## src/rtl/wimpfi_pkg.sv

```systemverilog
// Shared types and constants for the WimpFi link controller slice.
// The link state encoding is visible on the link_state port.
package wimpfi_pkg;

    typedef enum logic [1:0] {
        LINK_IDLE  = 2'd0,
        LINK_RX    = 2'd1,
        LINK_TX    = 2'd2,
        LINK_GUARD = 2'd3
    } link_state_t;

    localparam logic TX_IDLE_LEVEL = 1'b1;

endpackage

```

## src/rtl/wimpfi_sat_counter.sv

```systemverilog
// Saturating event counter: holds at all-ones instead of wrapping.
// A synchronous clear takes priority over a same-cycle increment.
module wimpfi_sat_counter #(
    parameter int W = 8
) (
    input  logic         clk,
    input  logic         rst_n,
    input  logic         inc,
    input  logic         clr,
    output logic [W-1:0] q
);

    logic [W-1:0] cnt_q;
    logic [W-1:0] cnt_d;

    always_comb begin
        cnt_d = cnt_q;
        if (clr) begin
            cnt_d = '0;
        end else if (inc && (cnt_q != {W{1'b1}})) begin
            cnt_d = cnt_q + W'(1);
        end
    end

    always_ff @(posedge clk or negedge rst_n) begin
        if (!rst_n) begin
            cnt_q <= '0;
        end else begin
            cnt_q <= cnt_d;
        end
    end

    assign q = cnt_q;

endmodule

```

## src/rtl/wimpfi_link_controller.sv

```systemverilog
// Half-duplex medium-access controller between the WimpFi cores and the radio pins:
// link FSM, pin gating, echo blanking, loopback, carrier sense and error/collision counters.
module wimpfi_link_controller
    import wimpfi_pkg::*;
#(
    parameter int CLK_FREQ   = 100_000_000,
    parameter int BIT_RATE   = 50_000,
    parameter int GUARD_BITS = 4,
    parameter int ERR_W      = 8
) (
    input  logic             clk,
    input  logic             rst,
    input  logic             core_txd,
    input  logic             core_tx_en,
    input  logic             rxd,
    input  logic             rcvr_cardet,
    input  logic             forced_cardet,
    input  logic             loopback,
    input  logic             xerr_pulse,
    input  logic             rerr_pulse,
    input  logic             clr_cnt,
    output logic             txd,
    output logic             tx_en,
    output logic             core_rxd,
    output logic             cardet_out,
    output logic [1:0]       link_state,
    output logic [ERR_W-1:0] xerrcnt,
    output logic [ERR_W-1:0] rerrcnt,
    output logic [ERR_W-1:0] collcnt
);

    localparam int DIV = CLK_FREQ / BIT_RATE;
    localparam int DW  = (DIV > 1) ? $clog2(DIV) : 1;
    localparam int GW  = $clog2(GUARD_BITS + 1);

    link_state_t   state_q, state_d;
    logic [GW-1:0] guard_q, guard_d;
    logic [DW-1:0] div_q;
    logic          tick;
    logic          rxd_meta_q, rxd_s_q;
    logic          txd_q, tx_en_q, core_rxd_q;
    logic          coll_inc;

    // Free-running bit-time divider; its phase is never realigned to TX end,
    // so the first guard tick may arrive early by up to one bit time.
    assign tick = (div_q == DW'(DIV - 1));

    always_ff @(posedge clk or negedge rst) begin
        if (!rst) begin
            div_q <= '0;
        end else if (tick) begin
            div_q <= '0;
        end else begin
            div_q <= div_q + DW'(1);
        end
    end

    always_ff @(posedge clk or negedge rst) begin
        if (!rst) begin
            rxd_meta_q <= 1'b1;
            rxd_s_q    <= 1'b1;
        end else begin
            rxd_meta_q <= rxd;
            rxd_s_q    <= rxd_meta_q;
        end
    end

    // A TX request always wins; coming out of RX it is still granted but counted as a collision.
    always_comb begin
        state_d  = state_q;
        guard_d  = guard_q;
        coll_inc = 1'b0;
        unique case (state_q)
            LINK_IDLE: begin
                if (core_tx_en) begin
                    state_d = LINK_TX;
                end else if (rcvr_cardet) begin
                    state_d = LINK_RX;
                end
            end
            LINK_RX: begin
                if (core_tx_en) begin
                    state_d  = LINK_TX;
                    coll_inc = 1'b1;
                end else if (!rcvr_cardet) begin
                    state_d = LINK_IDLE;
                end
            end
            LINK_TX: begin
                if (!core_tx_en) begin
                    state_d = LINK_GUARD;
                    guard_d = GW'(GUARD_BITS);
                end
            end
            LINK_GUARD: begin
                if (core_tx_en) begin
                    state_d = LINK_TX;
                end else if (tick) begin
                    guard_d = guard_q - GW'(1);
                    if (guard_q <= GW'(1)) begin
                        state_d = LINK_IDLE;
                    end
                end
            end
            default: state_d = LINK_IDLE;
        endcase
    end

    always_ff @(posedge clk or negedge rst) begin
        if (!rst) begin
            state_q <= LINK_IDLE;
            guard_q <= '0;
        end else begin
            state_q <= state_d;
            guard_q <= guard_d;
        end
    end

    // Pins follow the next state so TX data leaves exactly one clock after the core drives it.
    always_ff @(posedge clk or negedge rst) begin
        if (!rst) begin
            txd_q      <= TX_IDLE_LEVEL;
            tx_en_q    <= 1'b0;
            core_rxd_q <= 1'b1;
        end else begin
            txd_q      <= (state_d == LINK_TX) ? core_txd : TX_IDLE_LEVEL;
            tx_en_q    <= (state_d == LINK_TX) && !loopback;
            if (loopback) begin
                core_rxd_q <= txd_q;
            end else if ((state_q == LINK_TX) || (state_q == LINK_GUARD)) begin
                core_rxd_q <= 1'b1;
            end else begin
                core_rxd_q <= rxd_s_q;
            end
        end
    end

    assign txd        = txd_q;
    assign tx_en      = tx_en_q;
    assign core_rxd   = core_rxd_q;
    assign cardet_out = rcvr_cardet | forced_cardet;
    assign link_state = state_q;

    wimpfi_sat_counter #(.W(ERR_W)) u_xerr (
        .clk   (clk),
        .rst_n (rst),
        .inc   (xerr_pulse),
        .clr   (clr_cnt),
        .q     (xerrcnt)
    );

    wimpfi_sat_counter #(.W(ERR_W)) u_rerr (
        .clk   (clk),
        .rst_n (rst),
        .inc   (rerr_pulse),
        .clr   (clr_cnt),
        .q     (rerrcnt)
    );

    wimpfi_sat_counter #(.W(ERR_W)) u_coll (
        .clk   (clk),
        .rst_n (rst),
        .inc   (coll_inc),
        .clr   (clr_cnt),
        .q     (collcnt)
    );

endmodule
```

## config.mk

```make
export PLATFORM = sky130hd
export DESIGN_NAME = wimpfi_link_controller
export DESIGN_NICKNAME = d
export VERILOG_FILES = /design/src/rtl/wimpfi_pkg.sv /design/src/rtl/wimpfi_sat_counter.sv /design/src/rtl/wimpfi_link_controller.sv
export SDC_FILE = /design/constraint.sdc
export NUM_CORES = 1
export LEC_CHECK = 0
export CAP_MARGIN = 20
export CORE_ASPECT_RATIO = 1.1
export CORE_MARGIN = 2
export CORE_UTILIZATION = 59
export DETAILED_ROUTE_END_ITERATION = 12
export DONT_BUFFER_PORTS = 1
export PLACE_DENSITY = 0.78
export SETUP_SLACK_MARGIN = 0.05
export SYNTH_ARGS = -nofsm -noshare
export SYNTH_HDL_FRONTEND = slang
export SYNTH_HIERARCHICAL = 1
export SYNTH_SLANG_ARGS = --single-unit
```

## constraint.sdc

```tcl
create_clock -name clk -period 1.95 [get_ports clk]
set_input_delay 0.0975 -clock clk [delete_from_list [all_inputs] [get_ports clk]]
set_output_delay 0.0975 -clock clk [all_outputs]
set_load 0.02 [all_outputs]
```

# Word level (Yosys, flattened, before mapping)

Index checks and enable logic that the tools add are counted.

Add/sub/neg operators: 5
Equal/unequal tests: 11
Mux-type cells: 25
$lt $le $gt $ge: 1
Reduce and logical (&&, ||, !) cells: 12
Bitwise gates (word level): 1

Operators with widths:

| cell                  | count |
|---|---|
| $mux 8                | 6 |
| $add 8x1->8 const B   | 3 |
| $ne 8x8->1 const B    | 3 |
| $mux 2                | 8 |
| $add 11x1->11 const B | 1 |
| $eq 11x11->1 const B  | 1 |
| $mux 11               | 1 |
| $mux 3                | 3 |
| $pmux 2 s4            | 1 |
| $reduce_bool 2->1     | 4 |
| $eq 2x2->1 const B    | 3 |
| $ne 2x2->1 const B    | 3 |
| $pmux 3 s2            | 1 |
| $mux 1                | 5 |
| $logic_and 1x1->1     | 4 |
| $reduce_and 4->1      | 1 |
| $le 3x1->1 const B    | 1 |
| $sub 3x1->3 const B   | 1 |
| $eq 2x1->1 const B    | 1 |
| $logic_not 2->1       | 1 |
| $logic_not 1->1       | 1 |
| $logic_or 1x1->1      | 1 |
| $or 1x1->1            | 1 |

Bits in registers: 45
Word-level logic and storage cells: 66

# Longest topological paths before layout

Gate-level depths: netlist of run 1.

Word-level depth: 7
Gate-level depth with buffers: 5
Mapped depth without buffers: 5

# By module

The synthesis of run 1 kept the hierarchy.

Modules (own cells, without submodules):

| module                 | instances | area each (µm²) | cells an instance | sequential area each (µm²) |
|---|---|---|---|---|
| wimpfi_sat_counter     | 3         | 464.2           | 49                | 200.2 |
| wimpfi_link_controller | 1         | 1063.5          | 100               | 530.5 |

# Worst setup path after synthesis of run 1

OpenSTA, ideal clock, no wires.

Kind: reg2reg
Start point: register u_coll.cnt_q[0], in the netlist u_coll/q[0]
End point: register u_coll.cnt_q[0], in the netlist u_coll/q[0]
Buffers on the path: 0
Cell stages (with the launch flop): 5
Setup slack: 0.259 ns
Arrival time: 1.567 ns
Setup time: 0.125 ns
Period minus slack after synthesis: 1.691 ns
Data required time: 1.825 ns
Cells stage by stage: dfrtp_1 > ha_1 > and4_2 > a21boi_1 > mux2_2

Word-level cells in the longest chain between the ends: 3
Elaborated cells on any way between the ends: 6

Ends and longest elaborated chain:

| element                                            | line                                               | RTL |
|---|---|---|
| start: declaration                                 | wimpfi_sat_counter.sv:13                           | `logic [W-1:0] cnt_q;` |
| start signal: assignment                           | wimpfi_sat_counter.sv:29                           | `cnt_q <= cnt_d;` |
| $add 8x1->8 / $ne 8x8->1 (equally long branches)   | wimpfi_sat_counter.sv:21, wimpfi_sat_counter.sv:20 |  |
| $mux 8 / $logic_and 1x1->1 (equally long branches) | wimpfi_sat_counter.sv:20                           | `end else if (inc && (cnt_q != {W{1'b1}})) begin` |
| $mux 8 / $reduce_bool 2->1 (equally long branches) | n/a                                                |  |

Several ways; a longest one is shown, not always the timed one. The select of a mux whose other input is x is not followed.
A chain may end at the register's enable or synchronous reset.

# Worst setup path after layout of run 1

Ends and elaborated chain as after synthesis.

==> impl_metrics.ini, run 1 <==
[synth]
syn_inst = 247
synth-seq-cells = 45
ys_async_sr_fraction_pct = 100
syn_nets = 264
synth_ff_type = dfrtp_1
synth.avg_cell_area_um2 = 9.94
ys_seq_area_share_pct = 46.1
ys_types = 48
syn_area_mm2 = 0.00246
synth-edff-count = 0
ys_warn_count = 6

[route]
drt-initial-drc-count = 188
via_per_inst = 6.26
wire_per_inst_um = 16.8
via_count = 1983
postRouteWirelength_um = 5310
dr.pass1.iters = 4
ant_nets = 0
drc = 0

[die]
die_x_um = 65.5
start_util_pct = 61.5
rows = 24
io_pins = 41
die_h_um = 71.7
die-area_mm2 = 0.00470
core_area_mm2 = 0.00399

[finish]
mostFrequentLayoutCell = dfrtp_1
finalNonFillerCells = 317
synthToLayoutAreaGrowth_pct = 11.4
nets = 280
regArea_mm2 = 0.00113
drive_gt1_share_pct = 16.3
final_cell_mix = dfrtp_1 (41), nor2_1 (15), nor2b_1 (14)
multi_input_area_mm2 = 0.00124
n_fill_cell = 314

[setup_path]
cp_top_family = flip-flops
worstPathRequired_ns = 2.14
critical_path_buf_inv_count = 0
critPathArrivalTime_ns = 1.91
max_stage_delay_ns = 0.40
startpoint_type = flip-flop
worstPathMaxFanout = 7
worst_path_max_delay_cell = dfrtp_1
critPathCaptureType = flip-flop
criticalPathCategory = reg -> reg
critical_path.cell_chain = ha_1, and4_2, a21boi_1, mux2_2

[worst_hold_path]
hold_class = in -> reg

[clock_tree]
htreeDepth = 2
numCtsBuffers = 5
cts_buffer_depth = 2
cts_sinks = 45
ctsResizeCount = 0
cts_tree = yes
clk_latency_ns = 0.30
cts_setup_buffers = 0
clk_pin_slew_ns = 0.09
cts_hold_buf = 9
ctsRootBufferMaster = clkbuf_8

[timing]
rsz0062_at_grt = false
skew_ns = 0.0113
worstMarginPinSlew_ns = 0.803
final.setup.tns_ns = 0
slew_headroom_pct = 46.3
setup_viol = 0
hold_ws_ns = 0.0180
drv_slew = 0
finalCriticalPeriod_ns = 1.72
finalCritPeriodShare_pct = 88.4
max_freq_ghz = 0.580
hold_viol_final = 0

[status]
outcome = finished, final reports clean

[pwr]
ir_drop_uv = 352
power_density_mw_per_mm2 = 629
cellLeakagePower_uw = 0.00112

[grt]
antenna_found_initial = 1
grt_pass1_wl_um = 8890
grt-ovfl-total = 0
grt_max_degree = 46
grt_usage_pct = 24.1
grt_pass1_vias = 1900

[placed_design]
port_buffers = 0
place.gp.congestion = 0.840
dpl.hpwl_um = 3350
dp.cells = 299

[flow_run]
max-cap-violations = 0
==> cell families (layout without fill, tap and decap cells) <==
| kind of cell | Yosys count | after routing | synth area share [%] |
|---|---|---|---|
| simple gates | 119 | 119 | 29.0 |
| compound gates | 46 | 46 | 13.0 |
| flops | 45 | 45 | 46.1 |
| buf+inv | 18 | 35 | 3.51 |
| mux | 9 | 9 | 3.97 |
| fa+ha+maj | 6 | 6 | 3.06 |
| xor+xnor | 4 | 4 | 1.43 |
| other cells | 0 | 1 | 0 |
==> cell usage after synthesis (4+ instances only) <==
cell type | instances | area [um2]
nor3_1 | 13 | 65.1
mux2_2 | 6 | 67.6
inv_1 | 9 | 33.8
dfrtp_1 | 41 | 1030
nand3_2 | 4 | 40.0
a31oi_1 | 5 | 31.3
or3_1 | 4 | 25.0
nand3_1 | 10 | 50.1
a211oi_1 | 4 | 30.0
and4_1 | 5 | 43.8
dfstp_2 | 4 | 105
a41oi_1 | 4 | 35.0
nor3b_1 | 4 | 30.0
clkbuf_1 | 4 | 15.0
and3_1 | 5 | 31.3
nor2_1 | 15 | 56.3
a21oi_1 | 13 | 65.1
o21ai_0 | 6 | 30.0
nand4_1 | 6 | 37.5
nor2b_1 | 14 | 87.6
ha_1 | 6 | 75.1
nand2b_1 | 12 | 75.1
nand2_1 | 12 | 45.0
==> through the flow <==
step	power [uW]	setup WS [ns]	util [%]	instance area [um2]
2_1_floorplan	1080	0.259	-	2460
3_3_place_gp	1100	0.357	63.5	2540
3_5_place_dp	1100	0.292	63.5	2540
4_1_cts	1730	0.255	68.5	2730
5_1_grt	1800	0.128	68.5	2740
6_report	1720	0.227	68.5	2740
==> final cells by class <==
| class | count | share of cell area, % |
|---|---|---|
| Clock buffer | 5 | 2.51 |
| Timing Repair Buffer | 18 | 6.40 |
| Clock inverter | 3 | 0.777 |
| Sequential cell | 45 | 41.3 |
| Tap cell | 52 | 2.38 |
| Multi-Input combinational cell | 184 | 45.3 |
| Antenna cell | 1 | 0.0914 |
| Inverter | 9 | 1.23 |
==> power by group <==
part           switching (uW)  total, uW  internal, uW
clock network             336        590           255
registers                19.7        977           958
logic                    86.9        153          65.7
total                     442       1720          1280
==> state kept, by name (all words and copies together), names as in the netlist <==
| signal | count |
|---|---|
| core_rxd | 1 |
| u_coll/q | 8 |
| link_state | 2 |
| u_rerr/q | 8 |
| div_q | 11 |
| txd | 1 |
| u_xerr/q | 8 |
| rxd_s_q | 1 |
| tx_en | 1 |
| guard_q | 3 |
| rxd_meta_q | 1 |
==> final timing paths <==
kind / start / slack, ns / end / depth (start not counted)
worst max-delay path: u_coll/q[0] / 0.23 / u_coll/q[0] / 4
worst min-delay path: xerr_pulse / 0.02 / u_xerr/q[2] / 2
worst max register to register: u_coll/q[0] / 0.23 / u_coll/q[0] / 4
worst min register to register: rxd_meta_q / 0.36 / rxd_s_q / 0
max in group asynchronous: rst / 1.36 / rxd_meta_q / 2
min in group asynchronous: rst / 0.31 / u_rerr/q[2] / 2
==> per-layer routing <==
metal | share of wire (%) | vias up | GRT usage (%)
li1 | - | 954 | -
met1 | 43 | 949 | 31.1
met2 | 49 | 76 | 38.3
met3 | 7.3 | 4 | 7.85
met4 | 0.90 | 0 | 8.10
met5 | 0 | - | 0
Note: power is estimated with default switching activity, not from simulation.
==> run 2, diff against run 1 <==
ABC_AREA = 1   (was unset)
==> impl_metrics.ini, run 2 <==
[die]
start_util_pct = 61.1
rows = 25
die-area_mm2 = 0.00495
core_area_mm2 = 0.00425
die_x_um = 67.3
io_pins = 41
die_h_um = 73.6

[setup_path]
worstPathRequired_ns = 2.15
worstPathMaxFanout = 5
critPathArrivalTime_ns = 1.74
criticalPathCategory = reg -> reg
critPathCaptureType = flip-flop
startpoint_type = flip-flop

[pwr]
ir_drop_uv = 571
cellLeakagePower_uw = 0.00141
pwr-share-clk_pct = 33.3
internal_power_uw = 1340
switching_share_pct = 27.4
power_frac_seq_pct = 56.2
power.switching_uw = 504
power_frac_comb_pct = 10.4
power_density_mw_per_mm2 = 637

[route]
via_count = 2292
dr.pass1.iters = 4
postRouteWirelength_um = 5500
wire_per_inst_um = 13.0
ant_nets = 0
via_per_inst = 5.42
drt-initial-drc-count = 180
drc = 0

[worst_hold_path]
hold_class = in -> reg

[grt]
grt-ovfl-total = 0
grt_usage_pct = 25.1
grt_max_degree = 46
grt_pass1_wl_um = 9460
antenna_found_initial = 0
grt_pass1_vias = 2178

[finish]
finalNonFillerCells = 423
final_cell_mix = nand2_1 (106), inv_1 (46), dfrtp_1 (41)
n_fill_cell = 369
largest_register_ffs = 11
nets = 385
regMostFlops = div_q
mostFrequentLayoutCell = nand2_1
num_antenna_cells = 0
drive_gt1_share_pct = 13.0
synthToLayoutAreaGrowth_pct = 11.3

[flow_run]
max-cap-violations = 0

[timing]
finalCritPeriodShare_pct = 79.2
drv_slew = 0
setup_viol = 0
final.setup.tns_ns = 0
skew_ns = 0.0104
hold_viol_final = 0
worstMarginPinSlew_ns = 0.708
slew_headroom_pct = 52.7
rsz0062_at_grt = false
finalCriticalPeriod_ns = 1.54
max_freq_ghz = 0.648

[synth]
synth-edff-count = 0
ys_types = 27
ys_async_sr_fraction_pct = 100
syn_area_mm2 = 0.00260
syn_nets = 367
ys_warn_count = 6
synth.avg_cell_area_um2 = 7.42
synth.most_common_cell = nand2_1
syn_inst = 350
ys_seq_area_share_pct = 43.5
synth-seq-cells = 45
synth_commonest_cells = nand2_1 (106), inv_1 (46), dfrtp_1 (41)
synth_top_area_share_pct = 39.5
synth_ff_type = dfrtp_1
synth.area.top_cells = dfrtp_1 (39%), nand2_1 (15%), inv_1 (6.6%)
yosysTopAreaCell = dfrtp_1

[clock_tree]
cts_buffer_depth = 2
htreeDepth = 2
numCtsBuffers = 5
cts_tree = yes
ctsRootBufferMaster = clkbuf_8
ctsResizeCount = 0
clk_pin_slew_ns = 0.09
cts_sinks = 45
clk_latency_ns = 0.30

[placed_design]
place.gp.congestion = 0.889
dpl.hpwl_um = 3880
dp.cells = 405
port_buffers = 0

[status]
outcome = finished, final reports clean
## run 2: cells by family (layout without fill, tap and decap cells)
family                     count (synthesis)  count (layout)  share of synthesized area [%]
buffers and inverters                     51              70                           8.00
adders and majority gates                  6               6                           2.89
xor gates and xnor gates                   1               1                          0.337
AOI/OAI and AO/OA                         39              39                           8.77
and+or+nand+nor                          208             208                           36.5
DFF                                       45              45                           43.5
## run 2: area by class of cell
class	count	area (um2)	share of cell area, %
multi-input cells	254	1260	43.5
repair buffers	12	133	4.59
flip-flops and latches	45	1130	39.1
clock inverters	2	16.3	0.563
inverters	50	203	7.01
well taps	54	67.6	2.34
clock buffers	6	82.6	2.86
## run 2: routing by layer
metal / vias up / global-route usage (%) / share of wire (%)
li1: 1142 / - / -
met1: 1076 / 30.6 / 43
met2: 68 / 42.1 / 50
met3: 6 / 8.73 / 6.0
met4: 0 / 7.03 / 0.84
met5: - / 0 / 0
## run 2: final timing paths
kind / slack (ns) / endpoint / depth (start not counted) / startpoint
worst max-delay path: 0.41 / u_xerr/q[7] / 7 / u_xerr/q[1]
worst max register to register: 0.41 / u_xerr/q[7] / 7 / u_xerr/q[1]
min in group asynchronous: 0.31 / u_xerr/q[0] / 2 / rst
worst min-delay path: 0.01 / tx_en / 2 / core_tx_en
max in group asynchronous: 1.38 / txd / 2 / rst
worst min register to register: 0.37 / rxd_s_q / 0 / rxd_meta_q
## run 2: power groups by stage
stage          logic, uW  clock network (uW)  registers [uW]
6_report             192                 614            1040
3_5_place_dp         144                   0            1050
4_1_cts              193                 632            1040
2_1_floorplan        118                   0            1050
3_3_place_gp         140                   0            1050
5_1_grt              219                 681            1040
## run 2: what timing repair did
| item | CTS | global route |
|---|---|---|
| hold buffers | 10 | 0 |
| setup buffers | 0 | 0 |
| hold endpoints to repair | 69 | 0 |
## run 2: through the flow
| stage | hold WS (ns) | setup slack (ns) | cell area, um2 | utilization, % | total power (uW) |
|---|---|---|---|---|---|
| final | 0.0125 | 0.406 | 2890 | 68.0 | 1840 |
| after global routing | 0.00261 | 0.292 | 2890 | 68.0 | 1940 |
| after floorplan | -0.198 | 0.422 | 2600 | - | 1160 |
| after detailed placement | -0.197 | 0.451 | 2680 | 62.9 | 1200 |
| after global placement | -0.197 | 0.501 | 2680 | 62.9 | 1190 |
| after CTS | 0.00685 | 0.430 | 2890 | 68.0 | 1860 |
## run 2: worst max-delay path: stages (launching register included)
cell and delay (ns):
dfrtp_1 0.51, ha_1 0.26, nand2_2 0.11, nor2_2 0.05, a21oi_1 0.29, nand3_1 0.11
nand2_1 0.07, inv_1 0.04
